[src/rtl/rom_arb_pkg.sv]
// Shared types and defaults for the two-port synchronous-ROM arbiter.
// Latency: n/a (declarations only).
// Backpressure: n/a.
// Contents: FSM state enum and the default address/data widths.
package rom_arb_pkg;

    localparam int ROM_ARB_ADDR_WIDTH = 8;
    localparam int ROM_ARB_DATA_WIDTH = 8;

    // IDLE: accepting requests; WAIT: ROM samples ROM_ADDR;
    // RESP: ROM_DATA is valid and is captured into the owner's RDATA.
    typedef enum logic [1:0] {
        IDLE = 2'd0,
        WAIT = 2'd1,
        RESP = 2'd2
    } rom_arb_state_e;

endpackage

[src/rtl/rom_arb_pick.sv]
// Two-way winner selection for the ROM arbiter.
// Latency: purely combinational, zero cycles.
// Backpressure: none; the caller decides when the result is used.
// Ports: req0_i/req1_i requests, last_i = port granted last (1 = port 1),
//        gnt_o one-hot winner (bit 0 = port 0, bit 1 = port 1, 0 if no request).
module rom_arb_pick (
    input  logic       req0_i,
    input  logic       req1_i,
    input  logic       last_i,
    output logic [1:0] gnt_o
);

    // Under contention the port that was not granted last wins. Tying
    // last_i high turns this into fixed priority for port 0.
    always_comb begin
        gnt_o    = 2'b00;
        gnt_o[0] = req0_i & (~req1_i | last_i);
        gnt_o[1] = req1_i & (~req0_i | ~last_i);
    end

endmodule

[src/rtl/rom_arbiter.sv]
// Two-port read arbiter in front of a single synchronous ROM.
// Latency: GNT one cycle and VALID three cycles after REQ is sampled in IDLE.
// Backpressure: at most one access in flight; requesters hold REQ until GNT.
// Ports: CLK/RESET (sync, active-high); per port REQx/ADDRx in, GNTx/VALIDx
//        pulses and RDATAx (held until the next VALIDx) out; ROM_ADDR out,
//        ROM_DATA in (valid one cycle after ROM_ADDR is sampled).
// Build option: define ROM_ARB_RR_EN for round-robin contention handling;
//        without it port 0 always wins contention.
module rom_arbiter
    import rom_arb_pkg::*;
#(
    parameter int ADDR_WIDTH = ROM_ARB_ADDR_WIDTH,
    parameter int DATA_WIDTH = ROM_ARB_DATA_WIDTH
) (
    input  logic                  CLK,
    input  logic                  RESET,
    input  logic                  REQ0,
    input  logic [ADDR_WIDTH-1:0] ADDR0,
    output logic                  GNT0,
    output logic                  VALID0,
    output logic [DATA_WIDTH-1:0] RDATA0,
    input  logic                  REQ1,
    input  logic [ADDR_WIDTH-1:0] ADDR1,
    output logic                  GNT1,
    output logic                  VALID1,
    output logic [DATA_WIDTH-1:0] RDATA1,
    output logic [ADDR_WIDTH-1:0] ROM_ADDR,
    input  logic [DATA_WIDTH-1:0] ROM_DATA
);

    rom_arb_state_e        state_q, state_d;
    logic [ADDR_WIDTH-1:0] rom_addr_q, rom_addr_d;
    logic                  owner_q, owner_d;      // 1 = port 1 owns the access
    logic                  gnt0_q, gnt0_d;
    logic                  gnt1_q, gnt1_d;
    logic                  valid0_q, valid0_d;
    logic                  valid1_q, valid1_d;
    logic [DATA_WIDTH-1:0] rdata0_q, rdata0_d;
    logic [DATA_WIDTH-1:0] rdata1_q, rdata1_d;

    logic [1:0]            pick_gnt;
    logic                  pick_last;
    logic                  grant_now;

    rom_arb_pick u_pick (
        .req0_i (REQ0),
        .req1_i (REQ1),
        .last_i (pick_last),
        .gnt_o  (pick_gnt)
    );

    // A grant only happens from IDLE; REQ seen in WAIT/RESP is ignored.
    assign grant_now = (state_q == IDLE) && (pick_gnt != 2'b00);

`ifdef ROM_ARB_RR_EN
    // Last-granted pointer; reset to port 1 so port 0 wins first contention.
    logic last_q, last_d;

    always_comb begin
        last_d = last_q;
        if (grant_now) begin
            last_d = pick_gnt[1];
        end
    end

    always_ff @(posedge CLK) begin
        if (RESET) begin
            last_q <= 1'b1;
        end else begin
            last_q <= last_d;
        end
    end

    assign pick_last = last_q;
`else
    assign pick_last = 1'b1;
`endif

    always_comb begin
        state_d    = state_q;
        rom_addr_d = rom_addr_q;
        owner_d    = owner_q;
        gnt0_d     = 1'b0;
        gnt1_d     = 1'b0;
        valid0_d   = 1'b0;
        valid1_d   = 1'b0;
        rdata0_d   = rdata0_q;
        rdata1_d   = rdata1_q;

        case (state_q)
            IDLE: begin
                if (grant_now) begin
                    state_d    = WAIT;
                    owner_d    = pick_gnt[1];
                    rom_addr_d = pick_gnt[1] ? ADDR1 : ADDR0;
                    gnt0_d     = pick_gnt[0];
                    gnt1_d     = pick_gnt[1];
                end
            end
            WAIT: begin
                state_d = RESP;
            end
            RESP: begin
                state_d = IDLE;
                if (owner_q) begin
                    valid1_d = 1'b1;
                    rdata1_d = ROM_DATA;
                end else begin
                    valid0_d = 1'b1;
                    rdata0_d = ROM_DATA;
                end
            end
            default: begin
                state_d = IDLE;
            end
        endcase
    end

    always_ff @(posedge CLK) begin
        if (RESET) begin
            state_q    <= IDLE;
            rom_addr_q <= '0;
            owner_q    <= 1'b0;
            gnt0_q     <= 1'b0;
            gnt1_q     <= 1'b0;
            valid0_q   <= 1'b0;
            valid1_q   <= 1'b0;
            rdata0_q   <= '0;
            rdata1_q   <= '0;
        end else begin
            state_q    <= state_d;
            rom_addr_q <= rom_addr_d;
            owner_q    <= owner_d;
            gnt0_q     <= gnt0_d;
            gnt1_q     <= gnt1_d;
            valid0_q   <= valid0_d;
            valid1_q   <= valid1_d;
            rdata0_q   <= rdata0_d;
            rdata1_q   <= rdata1_d;
        end
    end

    assign ROM_ADDR = rom_addr_q;
    assign GNT0     = gnt0_q;
    assign GNT1     = gnt1_q;
    assign VALID0   = valid0_q;
    assign VALID1   = valid1_q;
    assign RDATA0   = rdata0_q;
    assign RDATA1   = rdata1_q;

endmodule

[config.mk]
export PLATFORM = sky130hd
export DESIGN_NAME = rom_arbiter
export DESIGN_NICKNAME = d
export VERILOG_FILES = /design/src/rtl/rom_arb_pkg.sv /design/src/rtl/rom_arb_pick.sv /design/src/rtl/rom_arbiter.sv
export SDC_FILE = /design/constraint.sdc
export NUM_CORES = 1
export LEC_CHECK = 0
export CAP_MARGIN = 10
export CELL_PAD_IN_SITES_DETAIL_PLACEMENT = 1
export CELL_PAD_IN_SITES_GLOBAL_PLACEMENT = 2
export CORE_MARGIN = 5
export CORE_UTILIZATION = 20
export CTS_CLUSTER_DIAMETER = 120
export DETAILED_ROUTE_END_ITERATION = 7
export GPL_ROUTABILITY_DRIVEN = 0
export HOLD_SLACK_MARGIN = 0.06
export PLACE_DENSITY_LB_ADDON = 0.1
export SLEW_MARGIN = 20
export SYNTH_ARGS = -nofsm -noshare
export SYNTH_HDL_FRONTEND = slang
export SYNTH_SLANG_ARGS = --single-unit
[constraint.sdc]
create_clock -name CLK -period 1.2 [get_ports CLK]
set_clock_uncertainty 0.05 [all_clocks]
set_input_delay 0.36 -clock CLK [delete_from_list [all_inputs] [get_ports CLK]]
set_output_delay 0.36 -clock CLK [all_outputs]
set_load 0.01 [all_outputs]
==> reports/results.env <==
RESULT_OF_THE_RUN='finished clean'
CELLPOWERDENSITY_nW_PER_UM2=1190
CRITPATHARRIVALTIME_NS=1.29
MIN_PATH_TYPE='flop to flop'
YS_FF_LATCH=31
AVGVIACOUNTPERCELL=4.25
VIA_COUNT=1131
AREA_DELTA_SYNTH_FINAL_PCT=66.3
CTS_HOLD_BUFFERS=0
MAX_FREQ_MHz=851
IO_PINS=56
WORST_PIN_SLEW_NS=0.275
NUMBER_OF_ANTENNA_VIOLATIONS_AT_THE_FIRST_CHECK_IN_GLOBAL_ROUTING=0
CLOCK_TREE.ROOT_CELL='clkbuf_8'
SEQ_AREA_FRAC_SYNTH=0.527
GRT_REMAINING_OVERFLOW=0
CTS_TREE='yes'
SYNTH-EDFF-COUNT=0
CRITICAL_PATH.N_BUFFERS_INVERTERS=1
SYNTH_TOP_AREA_SHARE=0.527
SEQUENTIAL_GROUP_SHARE_OF_TOTAL_POWER=0.481
CRITICAL_PATH.CELL_CHAIN='nor3b_4 > buf_12 > mux2i_1 > nor2_1'
MET1_CAPACITY_USAGE_DURING_GLOBAL_ROUTING=0.104
RSZ0062_AT_GRT='yes'
CRITICALPATHCATEGORY='flop to flop'
FILLCELLCOUNT=691
SWITCHING_SHARE=0.253
SYNTH.LIB_CELLS_USED.DISTINCT=22
PERIOD_SHARE=0.979
SETUP_VIOL_COUNT_FINAL=0
CLOCK_H_TREE_LEVELS=2
DETAIL_ROUTE.WIRELENGTH_UM=3630
POST_SYNTHESIS_INSTANCE_TOTAL=122
DRT_FIRST_PASS_ITERS=4
DP_CELLS=255
WORST_CASE_CLOCK_BUFFER_DEPTH=2
SYNTH_TOP_CELLS_BY_AREA='dfxtp_1 53%, mux2i_1 14%, nor2_1 6.1%'
MAXCAPVIOLCOUNT=0
GRT_FIRST_PASS_WIRELENGTH_UM=5820
GRT_MAX_DEGREE=32
SETUP.REG_TO_REG.WORST_SLACK_NS=0.02
AVGROUTEDWIREPERCELL_UM=13.6
FINAL.MIN_CLOCK_PERIOD_NS=1.18
INTERNAL_POWER_uW=1740
SLOWEST_STAGE='dfxtp_4'
REQUIRED_NS=1.32
FINISH.UTILIZATION=0.337
P_LEAK_uW=0.000872
REMAINING_DRCS=0
PATH_DELAY_FAMILY='flip-flops'
CLOCK_SINKS=31
FINAL_WORST_PATH_SETUP_SLACK_NS=0.0247
CLK_SLEW_ON_WORST_S_H_PATHS_NS=0.06
SYNTH_ASYNC_SR_FLOP_SHARE=0
GRT.MET2_USAGE=0.176
GR-USAGE-MET3=0.0504
P_SWITCHING_uW=589
CRIT_PATH_START_KIND='flop'
FIRST_ITER_VIOLATIONS=21
SYN_AREA_UM2=1180
YS_WARN_COUNT=0
PWR-SHARE-COMB=0.189
BUFFER_PORTS.INSERTED=55
WORST_HOLD_PATH_STARTPOINT='RDATA0[7]'
ROUTE.ANTENNA.REMAINING_NETS=0
SYNTH.TOP_CELLS.BY_COUNT='31 x dfxtp_1, 19 x nor2_1, 17 x nand2_1'
PATH_MAX_FANOUT=9
POST-LAYOUT-TOTAL-POWER_uW=2330
PLACEABLECOREAREA_UM2=5820
SYNTH_NETS=150
DETAILEDPLACE.WORSTSLACK_NS=-0.500
YOSYS.CELL_COUNT.TOP_TYPE='dfxtp_1'
TIMING.SLEW.HEADROOM=0.816
SYNTH.LARGEST_AREA_CELL='dfxtp_1'
GR-MAX-USAGE-LAYER='met2'
POWER.IR.VDD_WORST_V=0.000349
TIMING.FINAL.MAX_SLEW_VIOLATIONS=0
DRIVE_GT1_FRAC=0.372
CTS_BUFFERS=5
CRIT_END_CATEGORY='flop'
CRITPATHMAXSTAGEDELAY_NS=0.36
COMMONEST_REGISTER_CELL_AFTER_SYNTHESIS='dfxtp_1'
FINAL_CELL_COUNT_NO_FILL=266
GR-USAGE-ALL-LAYERS=0.101
CRIT_PATH_START='state_q[0]'
STARTPOINT_OF_THE_MOST_CRITICAL_REGISTER_TO_REGISTER_PATH='state_q[0]'
INITIAL_UTILIZATION=0.202
DIEWIDTH_UM=86.7
DETAILED_PLACE_HPWL_UM=2600
FINALNETCOUNT=218
WORSTSKEWPAIRLATENCY_NS=0.28
POWER.SHARE.CLOCK=0.330
ANTENNADIODECOUNT=0
SYN_AREA_CELL_UM2=9.65
FINAL-HOLD-VIOLATION-COUNT=0
OVERALL_DIE_HEIGHT_UM=86.7
FP.DIEAREA_UM2=7520
STD_CELL_ROWS=28
VIAS_IN_THE_FIRST_GLOBAL_ROUTE=1242
==> final timing paths <==
kind | cells past startpoint | to
setup reg to reg | 4 | RDATA0[6]
hold reg to reg | 2 | RDATA0[7]
hold / removal | 2 | RDATA0[7]
setup / recovery | 4 | RDATA0[6]
==> worst reg2reg max path, cell delays in order (launching register included) <==
cell	delay, ns
dfxtp_4	0.36
nor3b_4	0.23
buf_12	0.17
mux2i_1	0.20
nor2_1	0.06
==> metal layers <==
metal / wire length (um) / up-vias / part of all wire
met5: 0 / - / 0
met4: 23 / 0 / 0.0063
met3: 333 / 2 / 0.092
met2: 1850 / 41 / 0.51
met1: 1420 / 532 / 0.39
li1: - / 556 / -
==> kinds of logic (layout without fill, tap and decap cells) <==
logic type | Yosys count | after routing | synth area share
AND/OR/NAND/NOR | 49 | 49 | 0.194
flip-flops | 31 | 31 | 0.527
AO/OA/AOI/OAI | 18 | 18 | 0.102
multiplexers | 16 | 16 | 0.136
buffers and inverters | 8 | 77 | 0.0404
==> power groups by stage <==
stage | logic [uW] | clock network (uW) | registers, uW
6_report | 441 | 769 | 1120
5_1_grt | 482 | 864 | 1130
4_1_cts | 421 | 815 | 1120
3_5_place_dp | 438 | 0 | 1140
3_3_place_gp | 429 | 0 | 1140
2_1_floorplan | 150 | 0 | 1160
==> flip-flops by register name (all words and copies together), names as in the netlist <==
name	count
RDATA0	8
RDATA1	8
ROM_ADDR	8
state_q	2
GNT0	1
GNT1	1
VALID0	1
VALID1	1
owner_q	1
==> final cells by class <==
type                            instances  area (um2)  share of cell area
Sequential cell                        31         642               0.328
Timing Repair Buffer                   69         591               0.302
Multi-Input combinational cell         83         551               0.281
Tap cell                               75        93.8              0.0479
Clock buffer                            7        76.3              0.0390
Clock inverter                          1        5.00             0.00256
==> layout by cell type, fill, tap and decap left out, types with 2 or more instances in the layout <==
cell type	Yosys	routed
a311oi_1	8	7
buf_12	0	3
a21oi_1	9	7
dfxtp_4	0	2
clkdlybuf4s50_1	0	25
nor2_1	19	19
buf_2	1	25
mux2i_1	16	15
buf_4	2	6
or2_4	0	2
clkbuf_8	0	5
clkdlybuf4s15_1	0	2
nor3b_1	2	2
nor2_4	1	2
buf_6	1	8
nand2_1	17	17
clkbuf_1	3	2
dfxtp_1	31	18
a21oi_2	0	2
dfxtp_2	0	11
==> per-stage QoR <==
stage | instance area, um2 | hold WS [ns] | setup TNS (ns)
final | 1960 | 0.439 | 0
after global routing | 1960 | 0.465 | -0.503
after CTS | 1890 | 0.454 | 0
after detailed placement | 1890 | 0.442 | -8.92
after global placement | 1890 | 0.424 | -8.09
after floorplan | 1180 | 0.382 | 0
==> repair_timing <==
action,4_1_cts,5_1_grt
pin swaps,3,5
resized for setup,128,23
setup endpoints to repair,43,34
cloned,2,0
setup buffers,1,0
No activity file was read; power rests on OpenSTA's default activity.
==> edit: new RTL, same settings <==
`rdata1_q` no longer has a reset.
--- a/src/rtl/rom_arbiter.sv
+++ b/src/rtl/rom_arbiter.sv
@@ -128,3 +128,2 @@
             rdata0_q   <= '0;
-            rdata1_q   <= '0;
         end else begin
@@ -138,4 +137,7 @@
             rdata0_q   <= rdata0_d;
-            rdata1_q   <= rdata1_d;
         end
+    end
+
+    always_ff @(posedge CLK) begin
+        rdata1_q <= rdata1_d;
     end
Behaviour: differs if RESET is asserted again (counterexample within 4 cycles, from zero or initial values and one cycle with RESET high); with RESET held inactive, the same outputs for 10 cycles.
==> edit against the unedited design <==
The run now ends with negative setup slack left. Fmax fell by 3.3%. Sequential cell count is the same. Via count shrank 9.8%. Power rose by 0.57%. Worst setup slack got worse by 40 ps. Non-clock buffer count is 2 lower. Utilization grew 1.2 points. Routed wire length decreased by 4.6%. Hold slack worse by 59 ps. Synthesized area is 2.9% lower. Final area down 1.3%. Count of clock-buffer cells in the layout down 1. Critical path type is now input port to flip-flop. Critical endpoint is now ROM_ADDR[6]. Highest routed layer unchanged.
==> edit: results (changes against the unedited design) <==
Drc violations -> 0 (unchanged)
Post-synth EDFFs -> 8 (+8)
Top cells by count, synth -> 23 x dfxtp_1, 10 x nor2_1
Initial detailed-routing violation count -> 17 (-19%)
Sequential share of the synthesized area -> 0.6127 (+0.08559)
Leak Pwr -> 0.7920 nW (-9.1%)
First-pass GRT wire length -> 5464 um (-6.2%)
Post-CTS setup buffer count -> 0 (-1)
Critical path arrival -> 1310 ps (+20 ps)
Initial antenna violation count -> 0 (unchanged)
H-tree depth -> 2 (unchanged)
Fin worst setup slack -> -14.96 ps (-39.69 ps)
Setup TNS Final -> -22.30 ps (-22.30 ps)
Nets -> 197 (-9.6%)
Count of distinct cell types in the synthesized netlist -> 23 (+4.5%)
Vias per cell -> 4.215 (-0.87%)
DP HPWL -> 2430 um (-6.5%)
Worst r2r src -> state_q[1]
Reg-to-reg endpoint -> RDATA0[4]
Diodes inserted -> 0 (unchanged)
Clock insertion delay at the later pin of the skew report -> 270 ps
CP peak stage delay -> 410 ps (+50 ps)
DR pass1 iterations -> 4 (unchanged)
Number of global-route vias before repair -> 1106 (-11%)
Met2 GRT Util -> 0.1638 (-0.01210)
Place WS -> -646.6 ps (-146.3 ps)
# setup viols final -> 2 (+2)
Int Pwr -> 1.759 mW (+0.93%)
Asr flop ratio synth -> 0 (unchanged)
Worst Setup SP -> ADDR1[6]
Clk slew on worst S/H paths -> 60 ps (about the same)
Slew @ Worst Pin -> 237.4 ps (-37.46 ps)
Placed inst area -> 0.001867 sq mm (-1.5%)
Area contributors post-synth -> dfxtp_1 40%, edfxtp_1 21%, mux2i_1 7.0%
Setup CP Type -> input port to flip-flop
Final hold vios -> 0 (unchanged)
Status -> finished with violations
TritonCTS buffer count -> 5 (unchanged)
Peak supply drop -> 0.3645 mV (+4.5%)
Avg WL per Cell -> 14.30 um (+4.9%)
Critical-path top delay cell -> clkdlybuf4s50_1
Largest net degree at the start of global routing -> 24 (-25%)
Reg2Reg Depth -> 4 (unchanged)
Fill cells -> 633 (-8.4%)
Synth Warn # -> 0 (unchanged)
Flop-to-flop setup slack -> 20 ps
PortBufs -> 55 (unchanged)
Syn_nets -> 128 (-15%)
Root Buffer -> clkbuf_8
Gr usage total -> 0.09612 (-0.005238)
Critical path peak fanout -> 1 (-8)
Critical path endpoint -> ROM_ADDR[6]
Min-delay worst type -> input port to flip-flop
Global routing usage on met3 -> 0.04227 (-0.008113)
Violated checks -> negative setup slack
Share of layout cells above drive strength 1 -> 0.4647 (+0.09298)
Routing usage on met1 -> 0.1077 (+0.003739)
Clk buf depth -> 2 (unchanged)
[edit: worst min-delay path by stage]
stage	start	end	slack, ps	cells after the start
after global placement	ROM_ADDR[5]	ROM_ADDR[5]	410	2
final	REQ1	GNT1	380	3
after detailed placement	ROM_ADDR[2]	ROM_ADDR[2]	410	2
after floorplan	RESET	VALID0	380	1
after CTS	state_q[1]	state_q[1]	420	1
after global routing	REQ1	GNT1	380	3
[edit: cell type report]
| type | instances | area [sq um] | area share |
|---|---|---|---|
| Clock inverter | 2 | 8.758 | 0.004531 |
| Tap cell | 72 | 90.09 | 0.04660 |
| Multi-Input combinational cell | 55 | 471.7 | 0.2440 |
| Clock buffer | 6 | 72.57 | 0.03754 |
| Inverter | 9 | 38.79 | 0.02006 |
| Sequential cell | 31 | 713.2 | 0.3689 |
| Timing Repair Buffer | 67 | 538.0 | 0.2783 |
[edit: through the flow]
| step | hold WS (ps) | cells | total power, mW |
|---|---|---|---|
| 2_1_floorplan | 381.6 | 100 | 1.337 |
| 3_3_place_gp | 410.2 | 232 | 1.594 |
| 3_5_place_dp | 410.7 | 232 | 1.598 |
| 4_1_cts | 418.3 | 242 | 2.362 |
| 5_1_grt | 381.8 | 242 | 2.487 |
| 6_report | 379.4 | 242 | 2.345 |
[edit: critical path, delay by kind of cell]
kind / cells / cell delay (ps)
AOI/OAI and AO/OA: 2 / 140
and+or+nand+nor: 1 / 400
buffers and inverters: 1 / 410
[edit: power groups by stage]
stage	clock network (mW)	registers, mW	logic, mW
floorplan	0	1.20	0.139
global placement	0	1.18	0.413
detailed placement	0	1.18	0.417
CTS	0.799	1.16	0.402
global route	0.858	1.17	0.462
finish	0.762	1.16	0.423
[edit: cells by family (layout without fill, tap and decap cells)]
group	Yosys count	count (layout)	share of synthesized area
simple gates	28	28	0.1521
buf+inv	14	84	0.05143
mux	8	8	0.07002
flops	31	31	0.6127
compound gates	19	19	0.1138
[edit: layer usage]
metal,up-vias,part of all wire
met3,4,0.095
met5,-,0
met4,0,0.0084
li1,492,-
met2,42,0.48
met1,482,0.41
[edit: what timing repair did]
item                                    CTS  global route
endpoints found under the setup margin   48            24
hold endpoints to repair                  0             0
cloned                                    2             0
resized for setup                       142            15
pin swaps                                 7             6
